==> src/rtl/adder_arbiter.sv <==
// -----------------------------------------------------------------------------
// adder_arbiter
//
// Round-robin arbiter and sequencer that shares one external 8-bit registered
// adder (one-cycle latency, not reset) among N_REQ requesters. One operand
// pair is accepted at a time, held at the adder, and the captured sum is
// returned with the owner's ID over a backpressured response channel.
//
// Ports:
//   clk        in   rising-edge clock
//   rst_n      in   asynchronous active-low reset
//   req_valid  in   [N_REQ]    per-requester request valid
//   req_a      in   [8*N_REQ]  operand A, requester i at [8i+7:8i]
//   req_b      in   [8*N_REQ]  operand B, packed like req_a
//   req_ready  out  [N_REQ]    one-hot accept, combinational, IDLE only
//   add_a      out  [8]        registered operand A to the adder
//   add_b      out  [8]        registered operand B to the adder
//   add_c      in   [8]        adder result, valid one cycle after operands
//   rsp_valid  out             response valid (RESP state)
//   rsp_id     out  [ID_W]     requester that owns rsp_data
//   rsp_data   out  [8]        (a + b) mod 256
//   rsp_ready  in              response consumer ready
//   busy       out             high in any state other than IDLE
//   ops_done   out  [16]       completed response handshakes, wraps
// -----------------------------------------------------------------------------
module adder_arbiter #(
    parameter  int N_REQ = 4,
    localparam int ID_W  = $clog2(N_REQ)
) (
    input  logic                 clk,
    input  logic                 rst_n,
    input  logic [N_REQ-1:0]     req_valid,
    input  logic [8*N_REQ-1:0]   req_a,
    input  logic [8*N_REQ-1:0]   req_b,
    output logic [N_REQ-1:0]     req_ready,
    output logic [7:0]           add_a,
    output logic [7:0]           add_b,
    input  logic [7:0]           add_c,
    output logic                 rsp_valid,
    output logic [ID_W-1:0]      rsp_id,
    output logic [7:0]           rsp_data,
    input  logic                 rsp_ready,
    output logic                 busy,
    output logic [15:0]          ops_done
);

    typedef enum logic [1:0] {
        IDLE    = 2'd0,
        ISSUE   = 2'd1,
        CAPTURE = 2'd2,
        RESP    = 2'd3
    } state_t;

    state_t          state, state_nxt;
    logic [ID_W-1:0] rr_ptr;
    logic [ID_W-1:0] cur_id;

    logic            grant_found;
    logic [ID_W-1:0] grant_idx;
    logic [ID_W-1:0] grant_nxt_ptr;
    logic [7:0]      sel_a, sel_b;
    logic            accept;
    logic            rsp_fire;

    // Round-robin search: first asserted requester at or after rr_ptr, with
    // wrap. Only indices below N_REQ are ever examined, so unused bits of a
    // non-power-of-two ID space never reach the grant.
    always_comb begin
        int idx;
        // NOTE: every variable gets a default before any conditional write so
        // no path leaves it unassigned, which would infer a latch.
        grant_found = 1'b0;
        grant_idx   = '0;
        idx         = 0;
        for (int k = 0; k < N_REQ; k++) begin
            idx = int'(rr_ptr) + k;
            if (idx >= N_REQ) idx = idx - N_REQ;
            if (!grant_found && req_valid[idx]) begin
                grant_found = 1'b1;
                grant_idx   = ID_W'(idx);
            end
        end
    end

    // Operand mux with constant slices only: no variable part-select can
    // reach past the packed buses.
    always_comb begin
        sel_a = '0;
        sel_b = '0;
        for (int i = 0; i < N_REQ; i++) begin
            if (grant_idx == ID_W'(i)) begin
                sel_a = req_a[8*i +: 8];
                sel_b = req_b[8*i +: 8];
            end
        end
    end

    assign grant_nxt_ptr = (grant_idx == ID_W'(N_REQ - 1)) ? '0 : grant_idx + 1'b1;
    assign accept        = (state == IDLE) && grant_found;
    assign rsp_fire      = (state == RESP) && rsp_ready;
    assign rsp_valid     = (state == RESP);
    assign busy          = (state != IDLE);

    always_comb begin
        req_ready = '0;
        if (accept) req_ready[grant_idx] = 1'b1;
    end

    always_comb begin
        state_nxt = state;
        unique case (state)
            IDLE:    if (grant_found) state_nxt = ISSUE;
            ISSUE:   state_nxt = CAPTURE;
            CAPTURE: state_nxt = RESP;
            RESP:    if (rsp_ready) state_nxt = IDLE;
            default: state_nxt = IDLE;
        endcase
    end

    always_ff @(posedge clk or negedge rst_n) begin
        if (!rst_n) begin
            state <= IDLE;
        end else begin
            // NOTE: sequential state uses non-blocking assignment so every
            // register samples pre-edge values regardless of block order.
            state <= state_nxt;
        end
    end

    always_ff @(posedge clk or negedge rst_n) begin
        if (!rst_n) begin
            rr_ptr   <= '0;
            cur_id   <= '0;
            add_a    <= '0;
            add_b    <= '0;
            rsp_id   <= '0;
            rsp_data <= '0;
            ops_done <= '0;
        end else begin
            if (accept) begin
                add_a  <= sel_a;
                add_b  <= sel_b;
                cur_id <= grant_idx;
                rr_ptr <= grant_nxt_ptr;
            end
            // add_c is only trusted here; a stale sum left in the unreset
            // adder after a mid-operation reset is never captured.
            if (state == CAPTURE) begin
                rsp_data <= add_c;
                rsp_id   <= cur_id;
            end
            if (rsp_fire) ops_done <= ops_done + 16'd1;
        end
    end

endmodule

==> config.mk <==
export PLATFORM = sky130hd
export DESIGN_NAME = adder_arbiter
export DESIGN_NICKNAME = d
export VERILOG_FILES = /design/src/rtl/adder_arbiter.sv
export SDC_FILE = /design/constraint.sdc
export NUM_CORES = 1
export LEC_CHECK = 0
export CAP_MARGIN = 20
export CORE_ASPECT_RATIO = 0.75
export CORE_MARGIN = 2
export CORE_UTILIZATION = 28
export CTS_BUF_LIST = sky130_fd_sc_hd__clkbuf_4
export DETAILED_ROUTE_END_ITERATION = 7
export SETUP_SLACK_MARGIN = 0.05
export SLEW_MARGIN = 0
export SYNTH_ARGS = -nofsm -noshare
export SYNTH_HDL_FRONTEND = slang
export SYNTH_SLANG_ARGS = --single-unit
==> constraint.sdc <==
create_clock -name clk -period 2.05 [get_ports clk]
set_input_delay 0.3075 -clock clk [delete_from_list [all_inputs] [get_ports clk]]
set_output_delay 0.3075 -clock clk [all_outputs]
set_load 0.01 [all_outputs]
==> results_dict.tcl <==
set metrics [dict create \
    cts_tree "built" \
    path_class "in2out" \
    vias 2535 \
    failed_checks "negative setup slack" \
    cts-root-buf "clkbuf_4" \
    crit_required_ps 1740 \
    grt-ovfl-total 0 \
    grt_max_degree 33 \
    grt_pass1_wl_mm 12.3 \
    yosysSeqAreaShare 0.463 \
    crit_path_top_delay_cell "clkdlybuf4s50_1" \
    antenna_found_initial 0 \
    cellPowerDensity_nw_per_um2 1170 \
    hold_viol 0 \
    cts_buffers 5 \
    start_util 0.287 \
    layout_min_cycle_time_ps 2180 \
    fin_nets 511 \
    drt_iter0_drc 68 \
    worstPathMaxFanout 4 \
    placed_cell_area_um2 4130 \
    wl_per_cell_um 14.2 \
    setup_viol 4 \
    path_cells "clkdlybuf4s50_1, buf_4, nor2_1, a211oi_4, buf_6, buf_6, ha_4, inv_2, nor2_1, buf_2" \
    leakagePower_nw 1.83 \
    skew_ps 9.32 \
    worst_slew_pin_slew_ps 499 \
    viasPerCell 4.59 \
    synth.largest_area_cell "dfrtp_1" \
    crit_family "buffers and inverters" \
    slew_viol_final 0 \
    crit_buf_inv 6 \
    antenna_cells 0 \
    insertion_delay_ps 370 \
    synth.area.top_cells "dfrtp_1 46%, o21ai_0 6.8%, nand2_1 5.8%, mux2_2 5.2%, a22oi_1 4.9%" \
    num_rows 30 \
    drcViolationCount 0 \
    synth_cell_type_count 30 \
    maxCapViolCount 0 \
    yosys_register_bits 48 \
    max_freq_ghz 0.458 \
    synth_top_area_share 0.463 \
    gp_congestion 0.840 \
    die_y_um 87.4 \
    min_path_type "in2async" \
    final_cell_area_um2 4380 \
    layout-drive-gt1-share 0.198 \
    fp.dieArea_um2 10100 \
    syn_avg_cell_area_um2 9.54 \
    status "finished with violations" \
    crit_path_start_kind "input pin" \
    area_delta_synth_final_pct 68.8 \
    numPortBuffers 126 \
    first_global_vias 2514 \
    synth-warning-count 0 \
    placed_cells 535 \
    fin_cells 552 \
    synth_area_um2 2590 \
    pin_count 127 \
    htreeDepth 2 \
    coreArea_um2 9050 \
    ant_nets 0 \
    crit_path_end_kind "output port" \
    syn_nets 360 \
    worstPathArrival_ps 1880 \
    clk_pin_slew_ps 150 \
    slew_headroom 0.667 \
    cts.path.max_buffers 2 \
    cpPeakStageDelay_ps 470 \
    drt_wl_total_mm 7.86 \
    die_w_um 115 \
    cts_sinks 48 \
    setup_ws_ps -133 \
    firstDrtPassIters 4 \
    layout_worst_path_cycle_share 1.06 \
    postSynthCellCount 272 \
    grtUsageTotal 0.155 \
    rsz0062_at_grt "yes" \
    peakVddDrop_uv 596 \
    dp_hpwl_mm 5.99 \
]
## synth_stat cells
cell type  count
clkbuf_1       4
a211oi_2       1
and2_1         2
o22ai_1        2
a22o_1         1
xnor2_1       13
o41ai_4        1
o21ai_1        1
inv_1         10
inv_2          1
ha_1           9
o21a_1        16
clkinv_1       1
nand4_1        3
nor2b_1        1
nand2_1       40
xor2_1         2
nand3_1        5
and4_1         4
buf_2         13
dfrtp_1       48
o21ai_0       35
nor2_1         6
a22oi_1       17
a21oi_1       19
a41oi_1        1
and3_1         1
nand2b_1       2
mux2_2        12
a21o_1         1
## cells by family (layout without fill, tap and decap cells)
kind of cell,after synthesis,count (layout),share of synthesized area
flops,48,48,0.463
simple gates,64,64,0.111
fa+ha+maj,9,9,0.0434
xor+xnor,15,15,0.0506
mux,12,12,0.0521
buf+inv,29,181,0.0482
compound gates,95,95,0.231
## where the power goes
| group | total (W) | internal, W | switching, W |
|---|---|---|---|
| logic | 0.00317 | 0.00171 | 0.00146 |
| clock network | 0.000442 | 0.000127 | 0.000315 |
| registers | 0.00151 | 0.00130 | 0.000219 |
## what timing repair did
action                     4_1_cts  5_1_grt
hold endpoints to repair        18        0
setup endpoints to repair       21       22
hold buffers                     1        0
gates cloned                     0        0
pin swaps                        7       11
resized for setup               41       28
buffers inserted                 8        1
## final timing paths
kind | startpoint | endpoint | slack [ps] | depth (start not counted)
max | req_valid[1] | req_ready[1] | -130 | 10
min | rst_n | ops_done[11] | 410 | 2
max reg2reg | rr_ptr[0] | add_b[3] | 30 | 11
min reg2reg | ops_done[15] | ops_done[15] | 480 | 1
max in group asynchronous | rst_n | rr_ptr[1] | 1020 | 3
min in group clk | ops_done[15] | ops_done[15] | 480 | 1
## cell type report
type	instances	area, um^2
Sequential cell	48	1200
Multi-Input combinational cell	195	1390
Fill cell	864	4670
Clock inverter	3	13.8
Inverter	12	50.0
Clock buffer	5	37.5
Timing Repair Buffer	161	1530
Tap cell	128	160
## metrics by stage
stage	setup TNS (ps)	total power, W	hold WS, ps	setup slack, ps	util
finish	-389	0.00513	406	-133	0.484
global route	-2030	0.00556	427	-233	0.484
CTS	-991	0.00507	408	-157	0.477
detailed placement	-11320	0.00440	311	-682	0.456
global placement	-10010	0.00434	315	-653	0.456
floorplan	0	0.00303	11.9	51.3	-
## state kept, by name (all words and copies together), names as in the netlist
| name | cells |
|---|---|
| cur_id | 2 |
| add_a | 8 |
| ops_done | 16 |
| rsp_data | 8 |
| state | 2 |
| rr_ptr | 2 |
| add_b | 8 |
| rsp_id | 2 |
## layer usage
metal / up-vias / part of all wire / wire length (um) / GRT usage
met4: 0 / 0.0046 / 36 / 0.0263
met3: 4 / 0.055 / 429 / 0.0355
met2: 77 / 0.47 / 3690 / 0.254
met1: 1204 / 0.47 / 3710 / 0.214
li1: 1250 / - / - / -
met5: - / 0 / 0 / 0
## layout by cell type, fill, tap and decap left out, types with 13 or more instances in the layout
| master | instances |
|---|---|
| a22oi_1 | 15 |
| buf_4 | 28 |
| clkdlybuf4s50_1 | 117 |
| o21ai_0 | 24 |
| a21oi_1 | 14 |
| o21a_1 | 16 |
| nand2_1 | 40 |
| xnor2_1 | 13 |
| dfrtp_1 | 47 |
Note: power is estimated with default switching activity, not from simulation.
